[src/rtl/riscv_pkg.sv]
// rtl/riscv_pkg.sv - shared constants and fetch-entry type for the fetch stage
package riscv_pkg;

    localparam int XLEN = 32;
    localparam logic [XLEN-1:0] NOP_INSTR = 32'h0000_0013;

    typedef struct packed {
        logic [XLEN-1:0] pc;
        logic [XLEN-1:0] instruction;
    } fetch_entry_t;

endpackage

[src/rtl/fetch_fifo.sv]
// rtl/fetch_fifo.sv - synchronous FIFO with flush; DEPTH must be a power of two
module fetch_fifo #(
    parameter int DEPTH = 2,
    parameter int WIDTH = 32
) (
    input  logic                     clk,
    input  logic                     rst_n,
    input  logic                     push,
    input  logic                     pop,
    input  logic                     flush,
    input  logic [WIDTH-1:0]         wdata,
    output logic [WIDTH-1:0]         rdata,
    output logic                     full,
    output logic                     empty,
    output logic [$clog2(DEPTH):0]   count
);
    localparam int PW = $clog2(DEPTH);

    logic [WIDTH-1:0] mem_q [DEPTH];
    logic [PW-1:0]    rd_ptr_q, rd_ptr_d, wr_ptr_q, wr_ptr_d;
    logic [PW:0]      count_q, count_d;
    logic             do_push, do_pop;

    assign empty   = (count_q == '0);
    assign full    = (count_q == (PW+1)'(DEPTH));
    assign count   = count_q;
    assign rdata   = mem_q[rd_ptr_q];
    assign do_pop  = pop && !empty;
    // A full FIFO still accepts a push when the head leaves in the same cycle.
    assign do_push = push && (!full || do_pop);

    always_comb begin
        rd_ptr_d = rd_ptr_q;
        wr_ptr_d = wr_ptr_q;
        count_d  = count_q;
        if (flush) begin
            rd_ptr_d = '0;
            wr_ptr_d = '0;
            count_d  = '0;
        end else begin
            if (do_push) wr_ptr_d = wr_ptr_q + 1'b1;
            if (do_pop)  rd_ptr_d = rd_ptr_q + 1'b1;
            count_d = count_q + (PW+1)'(do_push) - (PW+1)'(do_pop);
        end
    end

    always_ff @(posedge clk) begin
        if (!rst_n) begin
            rd_ptr_q <= '0;
            wr_ptr_q <= '0;
            count_q  <= '0;
        end else begin
            rd_ptr_q <= rd_ptr_d;
            wr_ptr_q <= wr_ptr_d;
            count_q  <= count_d;
        end
    end

    always_ff @(posedge clk) begin
        if (do_push && !flush) mem_q[wr_ptr_q] <= wdata;
    end

endmodule

[src/rtl/instr_fetch_unit.sv]
// rtl/instr_fetch_unit.sv - fetch stage with prefetch buffer; IFU_MISALIGN_CHECK_EN adds misaligned-redirect trap
module instr_fetch_unit
    import riscv_pkg::*;
#(
    parameter logic [XLEN-1:0] RESET_PC  = 32'h0000_0000,
    parameter int              BUF_DEPTH = 2
) (
    input  logic            clk,
    input  logic            rst_n,
    output logic            imem_req_valid,
    input  logic            imem_req_ready,
    output logic [XLEN-1:0] imem_req_addr,
    input  logic            imem_rsp_valid,
    input  logic [XLEN-1:0] imem_rsp_data,
    input  logic            redirect_valid,
    input  logic [XLEN-1:0] redirect_pc,
    output logic            id_valid,
    input  logic            id_ready,
    output logic [XLEN-1:0] id_pc,
    output logic [XLEN-1:0] id_instruction,
    output logic [XLEN-1:0] id_pc_next
`ifdef IFU_MISALIGN_CHECK_EN
    ,
    output logic            fetch_misaligned
`endif
);
    localparam int CW = $clog2(BUF_DEPTH) + 1;

    logic [XLEN-1:0] pc_q, pc_d;
    logic [CW-1:0]   outstanding_q, outstanding_d;
    logic [CW-1:0]   drop_cnt_q, drop_cnt_d;
    logic            req_hs, rsp_drop, rsp_keep, id_pop, fetch_block;
    logic [XLEN-1:0] redirect_tgt, aq_head;
    logic [CW-1:0]   pf_count, aq_count;
    logic [CW:0]     occupancy;
    logic            pf_empty, pf_full, aq_empty, aq_full;
    fetch_entry_t    pf_wdata, pf_head;
    logic            unused_fifo;

`ifdef IFU_MISALIGN_CHECK_EN
    logic misaligned_q, misaligned_d;

    assign redirect_tgt     = redirect_pc;
    assign fetch_block      = misaligned_q;
    assign fetch_misaligned = misaligned_q;

    always_comb begin
        misaligned_d = misaligned_q;
        if (redirect_valid) misaligned_d = (redirect_pc[1:0] != 2'b00);
    end

    always_ff @(posedge clk) begin
        if (!rst_n) misaligned_q <= 1'b0;
        else        misaligned_q <= misaligned_d;
    end
`else
    logic unused_pc_lsb;

    assign redirect_tgt  = {redirect_pc[XLEN-1:2], 2'b00};
    assign fetch_block   = 1'b0;
    assign unused_pc_lsb = ^redirect_pc[1:0];
`endif

    assign id_valid = !pf_empty;
    assign id_pop   = id_valid && id_ready;

    // Credit the slot freed by this cycle's pop so BUF_DEPTH=2 sustains one per cycle.
    assign occupancy      = {1'b0, outstanding_q} + {1'b0, pf_count} - {{CW{1'b0}}, id_pop};
    assign imem_req_valid = rst_n && !fetch_block && (occupancy < (CW+1)'(BUF_DEPTH));
    assign imem_req_addr  = pc_q;
    assign req_hs         = imem_req_valid && imem_req_ready;

    assign rsp_drop = imem_rsp_valid && (redirect_valid || (drop_cnt_q != '0));
    assign rsp_keep = imem_rsp_valid && !rsp_drop;

    always_comb begin
        pc_d          = pc_q;
        outstanding_d = outstanding_q + CW'(req_hs) - CW'(imem_rsp_valid);
        drop_cnt_d    = drop_cnt_q;
        if (redirect_valid) begin
            pc_d       = redirect_tgt;
            drop_cnt_d = outstanding_d;
        end else begin
            if (req_hs) pc_d = pc_q + 32'd4;
            if (imem_rsp_valid && (drop_cnt_q != '0)) drop_cnt_d = drop_cnt_q - 1'b1;
        end
    end

    always_ff @(posedge clk) begin
        if (!rst_n) begin
            pc_q          <= RESET_PC;
            outstanding_q <= '0;
            drop_cnt_q    <= '0;
        end else begin
            pc_q          <= pc_d;
            outstanding_q <= outstanding_d;
            drop_cnt_q    <= drop_cnt_d;
        end
    end

    // Address queue only tracks requests that survive the last redirect.
    fetch_fifo #(.DEPTH(BUF_DEPTH), .WIDTH(XLEN)) u_addr_q (
        .clk   (clk),
        .rst_n (rst_n),
        .push  (req_hs && !redirect_valid),
        .pop   (rsp_keep),
        .flush (redirect_valid),
        .wdata (pc_q),
        .rdata (aq_head),
        .full  (aq_full),
        .empty (aq_empty),
        .count (aq_count)
    );

    assign pf_wdata = '{pc: aq_head, instruction: imem_rsp_data};

    fetch_fifo #(.DEPTH(BUF_DEPTH), .WIDTH($bits(fetch_entry_t))) u_prefetch (
        .clk   (clk),
        .rst_n (rst_n),
        .push  (rsp_keep),
        .pop   (id_pop),
        .flush (redirect_valid),
        .wdata (pf_wdata),
        .rdata (pf_head),
        .full  (pf_full),
        .empty (pf_empty),
        .count (pf_count)
    );

    assign unused_fifo    = ^{aq_full, aq_empty, aq_count, pf_full};
    assign id_pc          = pf_empty ? '0 : pf_head.pc;
    assign id_instruction = pf_empty ? NOP_INSTR : pf_head.instruction;
    assign id_pc_next     = id_pc + 32'd4;

endmodule

[config.mk]
export PLATFORM = sky130hd
export DESIGN_NAME = instr_fetch_unit
export DESIGN_NICKNAME = d
export VERILOG_FILES = /design/src/rtl/riscv_pkg.sv /design/src/rtl/fetch_fifo.sv /design/src/rtl/instr_fetch_unit.sv
export SDC_FILE = /design/constraint.sdc
export NUM_CORES = 1
export LEC_CHECK = 0
export ABC_AREA = 1
export CAP_MARGIN = 20
export CORE_MARGIN = 2
export CORE_UTILIZATION = 57
export CTS_BUF_LIST = sky130_fd_sc_hd__clkbuf_16
export DETAILED_ROUTE_END_ITERATION = 7
export HOLD_SLACK_MARGIN = 0.15
export PLACE_DENSITY_LB_ADDON = 0.3
export SYNTH_ARGS = -nofsm -noshare
export SYNTH_HDL_FRONTEND = slang
export SYNTH_SLANG_ARGS = --single-unit
[constraint.sdc]
create_clock -name clk -period 7.45 [get_ports clk]
set_input_delay 1.49 -clock clk [delete_from_list [all_inputs] [get_ports clk]]
set_output_delay 1.49 -clock clk [all_outputs]
set_load 0.05 [all_outputs]
==> impl_metrics.env <==
export IMPL_status="completed"
export IMPL_crit_chain="clkdlybuf4s50_1 > inv_1 > nor2_1 > ha_1 > inv_1 > nand2_1 > fa_1 > nand2_1 > inv_2 > nand3_1 > inv_1 > clkdlybuf4s50_1"
export IMPL_start_kind="input port"
export IMPL_fin_hold_ws_ns=0.456
export IMPL_finalCritPeriodShare=0.760
export IMPL_hold_viol=0
export IMPL_leakage_nw=5.13
export IMPL_cpPeakStageDelay_ns=0.80
export IMPL_worst_path_buf_inv=6
export IMPL_dp_hpwl_um=17100
export IMPL_hold_path_depth=1
export IMPL_synth_seq_cells=228
export IMPL_slew_headroom=0.288
export IMPL_routed_via_count=8640
export IMPL_max_cap_viol_count=0
export IMPL_place_gp_congestion=0.897
export IMPL_p_sw_mw=0.860
export IMPL_required_ns=5.96
export IMPL_worstPathArrival_ns=4.18
export IMPL_hp_class="reg2reg"
export IMPL_synthTopCellsByArea="edfxtp_1 51%, nand2_1 13%, dfxtp_1 8.1%"
export IMPL_setup_viol=0
export IMPL_swShare=0.276
export IMPL_grt_pass1_vias=8388
export IMPL_fill_cells=1329
export IMPL_coreArea_um2=18600
export IMPL_die_h_um=142
export IMPL_clk_latency_ns=0.50
export IMPL_diodes=0
export IMPL_reg2reg_to="u_addr_q.mem_q[1][26]"
export IMPL_cts_setup_buffers=0
export IMPL_max_clock_freq_ghz=0.177
export IMPL_drt_iter0_markers=642
export IMPL_post_route_util=0.729
export IMPL_power_density_nw_per_um2=230
export IMPL_rsz0062_at_grt="no"
export IMPL_numCtsBuffers=23
export IMPL_start_util=0.580
export IMPL_root_buffer="clkbuf_16"
export IMPL_grt_pass1_wl_um=41500
export IMPL_tns_ns=0
export IMPL_port_buffers=191
export IMPL_worstHoldStart="u_prefetch.rd_ptr_q"
export IMPL_ys_types=34
export IMPL_overflow=0
export IMPL_grt_start_max_net_pins=63
export IMPL_rows=50
export IMPL_place_inst=1552
export IMPL_reg2reg_from="u_prefetch.count[1]"
export IMPL_r2r_worst_path_cells=16
export IMPL_wire_per_inst_um=16.6
export IMPL_register_area_um2=6410
export IMPL_die_w_um=142
export IMPL_clkTransAtPathRegs_ns=0.06
export IMPL_finalClockSkew_ns=0.00972
export IMPL_yosysTopAreaCell="edfxtp_1"
export IMPL_multiInputGateArea_um2=3780
export IMPL_drtAntennaViolNets=0
export IMPL_avgSynthCellArea_um2=9.36
export IMPL_end_kind="output pin"
export IMPL_ioPinCount=200
export IMPL_ys_seq_area_frac=0.592
export IMPL_crit_top_cell="inv_1"
export IMPL_internal_power_mw=2.26
export IMPL_clockPowerShare=0.347
export IMPL_reg2reg_slack_ns=3.49
export IMPL_pwr_share_comb=0.170
export IMPL_crit_fanout=4
export IMPL_slowest_stage="clkdlybuf4s50_1"
export IMPL_numClockSinks=228
export IMPL_vias_per_cell=5.43
export IMPL_htreeDepth=1
export IMPL_antenna_found_initial=0
export IMPL_cts_hold_buf=0
export IMPL_die_area_um2=20100
export IMPL_grt_usage=0.260
export IMPL_pwr_share_seq=0.482
export IMPL_drt_wl_total_um=26400
export IMPL_clock_path_buffers=3
export IMPL_worstMarginPinSlew_ns=1.07
export IMPL_cts_tree="built"
export IMPL_first_pass_iters=5
export IMPL_hold_path_end="u_prefetch.rd_ptr_q"
export IMPL_crit_type="in2out"
export IMPL_synthDominantCellAreaShare=0.511
export IMPL_vdd_ir_drop_max_uv=170
export IMPL_path_delay_family="buffers and inverters"
export IMPL_slew_viol_final=0
export IMPL_syn_inst=1156
export IMPL_yosys_warnings=0
export IMPL_cts_resized=0
export IMPL_drive_gt1_frac=0.0869
export IMPL_area_growth_pct=25.6
export IMPL_instances_no_fill=1592
export IMPL_netlist_area_um2=10800
export IMPL_min_period_ns=5.67
export IMPL_final_nets=1423
export IMPL_drc=0
-- power groups by stage --
| stage | clock network [mW] | registers (mW) | logic [mW] |
|---|---|---|---|
| 6_report | 1.08 | 1.51 | 0.532 |
| 5_1_grt | 1.14 | 1.51 | 0.572 |
| 3_5_place_dp | 0 | 1.53 | 0.526 |
| 3_3_place_gp | 0 | 1.52 | 0.518 |
| 4_1_cts | 1.09 | 1.50 | 0.533 |
| 2_1_floorplan | 0 | 1.56 | 0.316 |
-- cells in the mapped netlist --
master	n
a21oi_1	65
a221oi_1	1
a31oi_1	4
buf_12	1
buf_2	11
buf_4	8
buf_6	4
clkbuf_1	19
clkinv_1	2
clkinv_4	1
conb_1	1
dfxtp_1	44
edfxtp_1	184
fa_1	1
ha_1	9
inv_1	105
inv_2	2
mux2_2	30
nand2_1	381
nand2_2	17
nand2_4	1
nand3_1	68
nand3_2	5
nand4_1	2
nand4_2	1
nor2_1	105
nor2_2	11
nor2_4	3
nor3_1	4
o21ai_0	38
o21ai_1	1
or2_2	1
xnor2_1	6
xor2_1	20
-- cell usage in the layout, fill, tap and decap left out, types with 2 or more instances in the layout --
| master | netlist | routed |
|---|---|---|
| buf_4 | 8 | 9 |
| a31oi_1 | 4 | 4 |
| conb_1 | 1 | 6 |
| edfxtp_1 | 184 | 184 |
| clkdlybuf4s50_1 | 0 | 191 |
| o21ai_0 | 38 | 38 |
| nor2_1 | 105 | 101 |
| nand3_2 | 5 | 5 |
| nand4_1 | 2 | 2 |
| a21oi_1 | 65 | 65 |
| inv_1 | 105 | 110 |
| nor2_2 | 11 | 13 |
| ha_1 | 9 | 9 |
| clkbuf_16 | 0 | 23 |
| nand2_2 | 17 | 17 |
| nor2_4 | 3 | 5 |
| bufinv_16 | 0 | 2 |
| mux2_2 | 30 | 30 |
| nor3_1 | 4 | 4 |
| dfxtp_1 | 44 | 43 |
| clkinv_1 | 2 | 5 |
| xnor2_1 | 6 | 6 |
| clkinv_4 | 1 | 2 |
| inv_2 | 2 | 2 |
| nand2_1 | 381 | 381 |
| clkinv_2 | 0 | 6 |
| nand3_1 | 68 | 68 |
| xor2_1 | 20 | 20 |
-- state kept, by name, indices dropped and copies added, names as in the netlist, named ones only --
name / flops
u_addr_q.rd_ptr_q: 1
u_addr_q.mem_q: 60
drop_cnt_q: 2
imem_req_addr: 30
u_prefetch.rd_ptr_q: 1
u_addr_q.wr_ptr_q: 1
u_prefetch.mem_q: 124
outstanding_q: 2
u_prefetch.wr_ptr_q: 1
u_addr_q.count: 2
u_prefetch.count: 2
-- through the flow --
step / setup WS, ns / power [mW] / instance area (um^2)
after floorplan: 2.50 / 1.87 / 10800
after global placement: 1.81 / 2.04 / 12900
after detailed placement: 1.79 / 2.05 / 12900
after CTS: 1.77 / 3.13 / 13600
after global routing: 1.58 / 3.22 / 13600
final: 1.78 / 3.12 / 13600
-- metal layers --
metal | track usage | vias up | part of all wire
met2 | 0.442 | 405 | 0.48
met3 | 0.0348 | 76 | 0.069
met1 | 0.336 | 3994 | 0.41
met4 | 0.115 | 0 | 0.040
met5 | 0 | - | 0
li1 | - | 4165 | -
-- worst reg2reg max path: stages, from the launching register on --
cell	delay, ns
dfxtp_1	0.38
inv_2	0.07
nand2_4	0.46
inv_1	0.13
nor2_1	0.22
ha_1	0.28
inv_1	0.08
nand2_1	0.06
fa_1	0.49
nand2_1	0.06
inv_2	0.07
nand4_2	0.14
nor2_1	0.12
buf_4	0.34
nand2_1	0.19
nor2_2	0.14
buf_4	0.39
-- logic make-up (layout without fill, tap and decap cells) --
family | count (synthesis) | count (layout) | share of synthesized area
multiplexers | 30 | 30 | 0.0312
adder cells (fa/ha/maj) | 10 | 10 | 0.0123
AO/OA/AOI/OAI | 109 | 109 | 0.0512
AND/OR/NAND/NOR | 599 | 599 | 0.230
flip-flops | 228 | 228 | 0.592
buffers and inverters | 153 | 350 | 0.0619
XOR/XNOR | 26 | 26 | 0.0211
other | 1 | 6 | 0.000347
-- worst max-delay path by stage --
stage	startpoint	endpoint	slack, ns	cells past startpoint
5_1_grt	id_ready	imem_req_valid	1.58	12
3_5_place_dp	id_ready	imem_req_valid	1.79	12
3_3_place_gp	id_ready	imem_req_valid	1.81	12
6_report	id_ready	imem_req_valid	1.78	12
2_1_floorplan	redirect_valid	u_prefetch.mem_q[1][0]	2.50	4
4_1_cts	id_ready	imem_req_valid	1.77	12
-- cell type report --
class / count / area share
Inverter: 110 / 0.0308
Timing Repair Buffer: 200 / 0.146
Clock buffer: 23 / 0.0424
Clock inverter: 17 / 0.00949
Sequential cell: 228 / 0.472
Tap cell: 234 / 0.0216
Multi-Input combinational cell: 780 / 0.278
Note: power is estimated with default switching activity, not from simulation.
